File: config.mk
export PLATFORM = sky130hd
export DESIGN_NAME = rect_scanner
export DESIGN_NICKNAME = d
export VERILOG_FILES = /design/src/rtl/rect_scanner.sv
export SDC_FILE = /design/constraint.sdc
export NUM_CORES = 1
export LEC_CHECK = 0
export BUFFER_PORTS_ARGS = -buffer_cell sky130_fd_sc_hd__buf_2
export CAP_MARGIN = 20
export CORE_MARGIN = 1.5
export CORE_UTILIZATION = 60
export CTS_BUF_LIST = sky130_fd_sc_hd__clkbuf_4
export DETAILED_ROUTE_END_ITERATION = 16
export MAX_ROUTING_LAYER = met4
export PLACE_DENSITY = 0.82
export SLEW_MARGIN = 15
export SYNTH_ARGS = -nofsm -noshare
export SYNTH_HDL_FRONTEND = slang
export SYNTH_SLANG_ARGS = --single-unit
File: constraint.sdc
create_clock -name clock -period 3.1 [get_ports clock]
set_input_delay 0.93 -clock clock [delete_from_list [all_inputs] [get_ports clock]]
set_output_delay 0.93 -clock clock [all_outputs]
set_load 0.02 [all_outputs]
File: src/rtl/rect_scanner.sv
// Raster scanner over a programmable, screen-clipped rectangle with a valid/ready
// coordinate output. Optional loop mode re-scans the region back to back.
module rect_scanner #(
  parameter int unsigned XW    = 8,
  parameter int unsigned YW    = 7,
  parameter int unsigned X_MAX = 160,
  parameter int unsigned Y_MAX = 120
) (
  input  logic          clock,
  input  logic          reset,
  input  logic          start,
  input  logic [XW-1:0] x_origin,
  input  logic [YW-1:0] y_origin,
  input  logic [XW:0]   width,
  input  logic [YW:0]   height,
  input  logic          loop,
  input  logic          ready,
  output logic [XW-1:0] x,
  output logic [YW-1:0] y,
  output logic          plot,
  output logic          busy,
  output logic          done
);

  localparam int unsigned XEW = XW + 1;
  localparam int unsigned YEW = YW + 1;
  localparam int unsigned XSW = XW + 2;
  localparam int unsigned YSW = YW + 2;

  localparam logic [XW:0] X_LIM = XEW'(X_MAX);
  localparam logic [YW:0] Y_LIM = YEW'(Y_MAX);

  typedef enum logic [1:0] {
    IDLE = 2'd0,
    SCAN = 2'd1,
    DONE = 2'd2
  } state_t;

  state_t        state, state_d;
  logic [XW-1:0] x0, x0_d, x_d;
  logic [YW-1:0] y0, y0_d, y_d;
  logic [XW:0]   x_end, x_end_d;
  logic [YW:0]   y_end, y_end_d;
  logic          plot_d, busy_d, done_d;

  logic [XW+1:0] x_sum;
  logic [YW+1:0] y_sum;
  logic [XW:0]   x_clip;
  logic [YW:0]   y_clip;
  logic          empty;
  logic [XW:0]   x_inc;
  logic [YW:0]   y_inc;
  logic          accept;

  // Exclusive end coordinates, summed one bit wider so origin+size cannot wrap
  assign x_sum  = XSW'(x_origin) + XSW'(width);
  assign y_sum  = YSW'(y_origin) + YSW'(height);
  assign x_clip = (x_sum > XSW'(X_LIM)) ? X_LIM : x_sum[XW:0];
  assign y_clip = (y_sum > YSW'(Y_LIM)) ? Y_LIM : y_sum[YW:0];
  assign empty  = (width == '0) || (height == '0) ||
                  (XEW'(x_origin) >= X_LIM) || (YEW'(y_origin) >= Y_LIM);

  assign x_inc  = XEW'(x) + XEW'(1);
  assign y_inc  = YEW'(y) + YEW'(1);
  assign accept = plot & ready;

  // State and output registers
  always_ff @(posedge clock or posedge reset) begin
    if (reset) begin
      state <= IDLE;
      x     <= '0;
      y     <= '0;
      x0    <= '0;
      y0    <= '0;
      x_end <= '0;
      y_end <= '0;
      plot  <= 1'b0;
      busy  <= 1'b0;
      done  <= 1'b0;
    end else begin
      state <= state_d;
      x     <= x_d;
      y     <= y_d;
      x0    <= x0_d;
      y0    <= y0_d;
      x_end <= x_end_d;
      y_end <= y_end_d;
      plot  <= plot_d;
      busy  <= busy_d;
      done  <= done_d;
    end
  end

  // Next state; plot/busy/done are computed for the cycle after the edge
  always_comb begin
    state_d = state;
    x_d     = x;
    y_d     = y;
    x0_d    = x0;
    y0_d    = y0;
    x_end_d = x_end;
    y_end_d = y_end;
    plot_d  = 1'b0;
    busy_d  = 1'b0;
    done_d  = 1'b0;

    case (state)
      IDLE: begin
        if (start) begin
          x0_d    = x_origin;
          y0_d    = y_origin;
          x_end_d = x_clip;
          y_end_d = y_clip;
          busy_d  = 1'b1;
          if (empty) begin
            state_d = DONE;
            done_d  = 1'b1;
          end else begin
            state_d = SCAN;
            x_d     = x_origin;
            y_d     = y_origin;
            plot_d  = 1'b1;
          end
        end
      end

      SCAN: begin
        busy_d = 1'b1;
        plot_d = 1'b1;
        if (accept) begin
          if (x_inc < x_end) begin
            x_d = x_inc[XW-1:0];
          end else if (y_inc < y_end) begin
            x_d = x0;
            y_d = y_inc[YW-1:0];
          end else begin
            done_d = 1'b1;
            if (loop) begin
              x_d = x0;
              y_d = y0;
            end else begin
              state_d = DONE;
              plot_d  = 1'b0;
            end
          end
        end
      end

      DONE: begin
        state_d = IDLE;
      end

      default: begin
        state_d = IDLE;
      end
    endcase
  end

endmodule

Word level (Yosys, flattened, before mapping). Index checks and enable logic that the tools add are counted.

Output and inout bits: 18. Input port bits: 37. Flip-flop bits (word level): 52.

Reductions and logical operators: 11. Mux-type cells: 38. Equal/unequal tests: 9. Add/subtract/negate cells: 4. Bitwise gates (word level): 1. Magnitude comparators: 6.

Operators by type and width (number): 8-bit 2-to-1 mux (7); 7-bit 2-to-1 mux (6); 8-bit case mux with 2 select lines (1); 7-bit case mux with 2 select lines (1); 1-bit 2-to-1 mux (12); 2-bit 2-to-1 mux (6); 2-bit != test (second input constant) (6); 8-bit by 9-bit adder with 10-bit output (1); 10-bit by 8-bit > comparator with 1-bit output (second input constant) (1); 5-bit AND reduction (2); 7-bit by 8-bit adder with 9-bit output (1); 8-bit by 1-bit adder with 9-bit output (second input constant) (1); 9-bit by 7-bit > comparator with 1-bit output (second input constant) (1); 9-bit zero test (1); 9-bit < comparator (1); 9-bit 2-to-1 mux (1); 7-bit by 1-bit adder with 8-bit output (second input constant) (1); 8-bit >= comparator (second input constant) (1); 8-bit zero test (1); 8-bit < comparator (1); 7-bit >= comparator (second input constant) (1); 1-bit case mux with 2 select lines (3); 6-bit AND reduction (1); 4-bit != test (second input constant) (1); 8 further kinds (10).

Logic depth before layout (Yosys ltp).
Depth in word-level cells: 7. Mapped depth: 12. Mapped depth without buffers: 11.

Worst setup path before layout. OpenSTA, ideal clock, no wires.

Path type: reg2reg. Start point: reg y[0]. End point: reg x[1]. Data required time: 2975 ps. Setup time: 125 ps. Data arrival time: 2770 ps. Cell stages (with the launch flop): 13. Buffers on the path: 1. Slack: 205 ps. Cell sequence: dfrtp_1 -> ha_1 -> nand2_1 -> or2_2 -> xnor2_1 -> ha_1 -> nand3_1 -> nand2_1 -> o31a_1 -> buf_6 -> o2111a_4 -> nor2_4 -> mux2_2.

Cells in the longest elaborated chain, start to end: 6.

RTL lines: start: declaration (RTL line 19) `output logic [YW-1:0] y,`; start signal: assignment (RTL line 83) `y <= y_d;`; 7-bit by 1-bit adder with 8-bit output (*) (RTL line 64) `assign y_inc = YEW'(y) + YEW'(1);`; 8-bit < comparator (*) (RTL line 133) `end else if (y_inc < y_end) begin`; 8-bit 2-to-1 mux (RTL line 133); 8-bit 2-to-1 mux (RTL line 131) `if (x_inc < x_end) begin`; 8-bit 2-to-1 mux (RTL line 130) `if (accept) begin`; 8-bit case mux with 2 select lines (RTL line 107) `case (state)`; end signal: assignment (RTL line 71) `x <= '0;`; end signal: assignment (RTL line 82) `x <= x_d;`; end: declaration (RTL line 18) `output logic [XW-1:0] x,`.

Mark *: on every way between the ends. The rest lies on a longest branch, timed or not. The select of a mux whose other input is x is not followed. A chain may end at the register's enable or synchronous reset.

Final worst setup path.
Start point: reg y[1]. End point: reg x[1].

Same word-level chain as after synthesis.

==> summary.md <==
| Metric | Value |
|---|---|
| Initial antenna violation count | `0` |
| Worst setup SP type | `register` |
| Most frequent cells in the layout | `nand2_1, buf_2, dfrtp_1, ha_1, nor2_1` |
| Synthesized area | `3730 sq um` |
| Post-CTS Setup Inserts | `0` |
| Drt wl/cell | `17.5 microns` |
| Pins Over Slew Limit | `0` |
| Cell Pwr Density | `1030 nW/um^2` |
| # IOs | `55` |
| Switch Pwr | `2.11 mW` |
| Root Driver | `clkbuf_4` |
| Chip height | `81.9 microns` |
| CTS Buf Count | `5` |
| Final Wtd Congestion | `0.917` |
| Max-capacitance violation count | `0` |
| Via count | `3,590` |
| Leading cell type in the layout, fill and taps excluded | `nand2_1` |
| CP max stage cell | `dfrtp_1` |
| GR Overflow Total | `0` |
| Number of synthesized register bits | `52` |
| Core ar. | `5960 sq um` |
| Post-CTS Resized | `0` |
| DR pass1 iterations | `5` |
| Die Wd | `81.9 microns` |
| TritonCTS clock tree | `done` |
| Period utilisation layout | `95.3%` |
| Worst reg2reg path startpoint | `y[1]` |
| FF-to-FF setup slack | `0.14 ns` |
| Starting Density | `62.7%` |
| Net Sw Frac | `47.9%` |
| Data required time of the critical path | `3.37 ns` |
| CP peak stage delay | `0.47 ns` |
| Top post-synthesis cells by area | `dfrtp_1, ha_1, nand2_1, xnor2_1, a21oi_1` |
| Crit path kind | `reg2reg` |
| Clk Latency, worst-skew pair | `0.38 ns` |
| Post-synth ARST share | `100%` |
| Nets | `554` |
| Worst Path Arrival | `3.23 ns` |
| Comb pwr share | `65.5%` |
| Global-route wire length before repair | `15,900 microns` |
| Area leader, netlist | `dfrtp_1` |
| Clock sink count | `52` |
| Final wirelength | `9800 microns` |
| RSZ-0062 raised after global routing | `false` |
| H-tree levels | `2` |
| Actual slew at the worst max-slew pin | `0.555 ns` |
| Fin cells | `559` |
| Synthesized instance count | `413` |
| Worst hold start | `x0[2]` |
| Syn_area_per_cell | `9.04 sq um` |
| Pin count of the biggest net entering global routing | `28` |
| Crit-path max FO | `7` |
| EDFF count, synth | `0` |
| Sequential area share after synthesis | `34.8%` |
| Top_reg_cell synth | `dfrtp_1` |
| Vias in the first global route | `3,351` |
| Final setup vio count | `0` |
| Outcome | `finished clean` |
| Detailed Route Iter0 Violations | `401` |
| Cell Int Power | `2.29 mW` |
| Final Hold Vio Count | `0` |
| Post-layout min period | `2.96 ns` |
| Clk_skew | `0.0219 ns` |
| Clock-pin slew on the worst setup and hold paths | `0.16 ns` |
| ANT cells | `0` |
| Cts hold-fix bufs | `0` |
| Unique masters post-synth | `67` |
| Via density | `6.42` |
| Max-slew headroom | `63.0%` |
| Seq pwr share | `27.3%` |
| Hpwl dp | `7720 microns` |
| Post-route ant nets | `0` |
| Share of cells above drive strength 1 | `20.2%` |
| Mapped Nets | `484` |
| CP delay by family, top | `simple AND/OR/NAND/NOR gates` |
| Row count | `28` |
| Dpl cells | `551` |
| Pleak | `2.05 nW` |
| Peak supply drop | `0.000604 V` |
| Hold WC Path Type | `reg2reg` |
| Yosys warns | `0` |
| Full die area | `6710 sq um` |
| Top cell type's share of synthesized area | `34.8%` |
| Crit. End Element | `register` |
| Crit. Startpoint | `y[1]` |
| Clock power frac | `7.1%` |
| Total chip power | `4.41 mW` |
| Fmax | `0.338 GHz` |
| CP Cell Sequence | `ha_1, nand2_1, or2_2, xnor2_1, ha_1, nand3_1, nand2_1, o31a_1, o2111a_4, nor2_4, mux2_2` |
| P&R area growth vs syn | `14.0%` |
| DRC | `0` |
| Max clock buf depth | `2` |
| All-layer global routing usage | `32.2%` |
| Buffers & Inverters on Critical Path | `0` |
| PortBufs | `54` |
sequential cells by signal, indices dropped and copies added, names as in the netlist:
name,flops
x_end,9
busy,1
x0,8
y_end,8
state,2
x,8
y0,7
y,7
plot,1
done,1
metal layers:
layer / global-route usage [%] / vias to the layer above / routed length [microns]
li1: - / 1672 / -
met1: 41.3 / 1729 / 4170
met2: 51.3 / 172 / 4700
met3: 6.56 / 17 / 775
met4: 9.83 / 0 / 166
met5: - / - / 0
metrics by stage:
stage	setup TNS [ns]	utilization, %	setup WS, ns	instance area [sq um]	hold WS, ns
6_report	0	71.5	0.145	4260	0.496
5_1_grt	0	71.5	0.00163	4260	0.522
4_1_cts	0	71.3	0.126	4250	0.496
3_5_place_dp	-0.110	70.4	-0.0223	4190	0.465
3_3_place_gp	0	70.4	0.0496	4190	0.452
2_1_floorplan	0	-	0.205	3730	0.428
final cells by class:
type / count / area, sq um
clock inverter: 1 / 3.75
clock buffer: 7 / 52.6
inverter: 19 / 71.3
sequential: 52 / 1300
tap: 75 / 93.8
timing repair buffer: 72 / 405
multi-input combinational: 333 / 2330
fill: 477 / 1700
path summary, 6_finish.rpt:
kind,to,cells past startpoint
max in group asynchronous,x0[4],3
min,x0[2],2
max reg2reg,x[1],11
min reg2reg,x0[2],2
max,x[1],11
min in group asynchronous,y0[5],2
Yosys cell counts, types with 7 or more instances:
cell	number
mux2i_1	7
ha_1	32
xor2_1	7
nor2_1	23
nand3_1	14
nand2_1	70
dfrtp_1	52
o21ai_0	16
a21o_1	8
inv_1	19
o22ai_1	10
a211oi_1	9
a21oi_1	18
xnor2_1	12
worst min-delay path, cell delays in order (launching register included):
cell and delay (ns):
dfrtp_1 0.37, nand2_1 0.05, nand2_1 0.05
power by group through the flow:
stage	combinational [mW]	clock, mW	sequential (mW)
3_5_place_dp	2.81	0	1.21
5_1_grt	3.18	0.347	1.24
3_3_place_gp	2.68	0	1.19
2_1_floorplan	1.94	0	1.30
4_1_cts	2.82	0.317	1.20
6_report	2.89	0.314	1.20
kinds of logic (layout without fill, tap and decap cells):
kind of cell	after synthesis	in the layout	share of synthesized area [%]
AO/OA/AOI/OAI	117	117	23.3
XOR/XNOR	19	19	4.46
adder cells (fa/ha/maj)	34	34	11.8
buffers and inverters	28	99	3.05
flip-flops	52	52	34.8
multiplexers	11	11	3.08
AND/OR/NAND/NOR	152	152	19.4
Power figures use the tool's default switching activity.
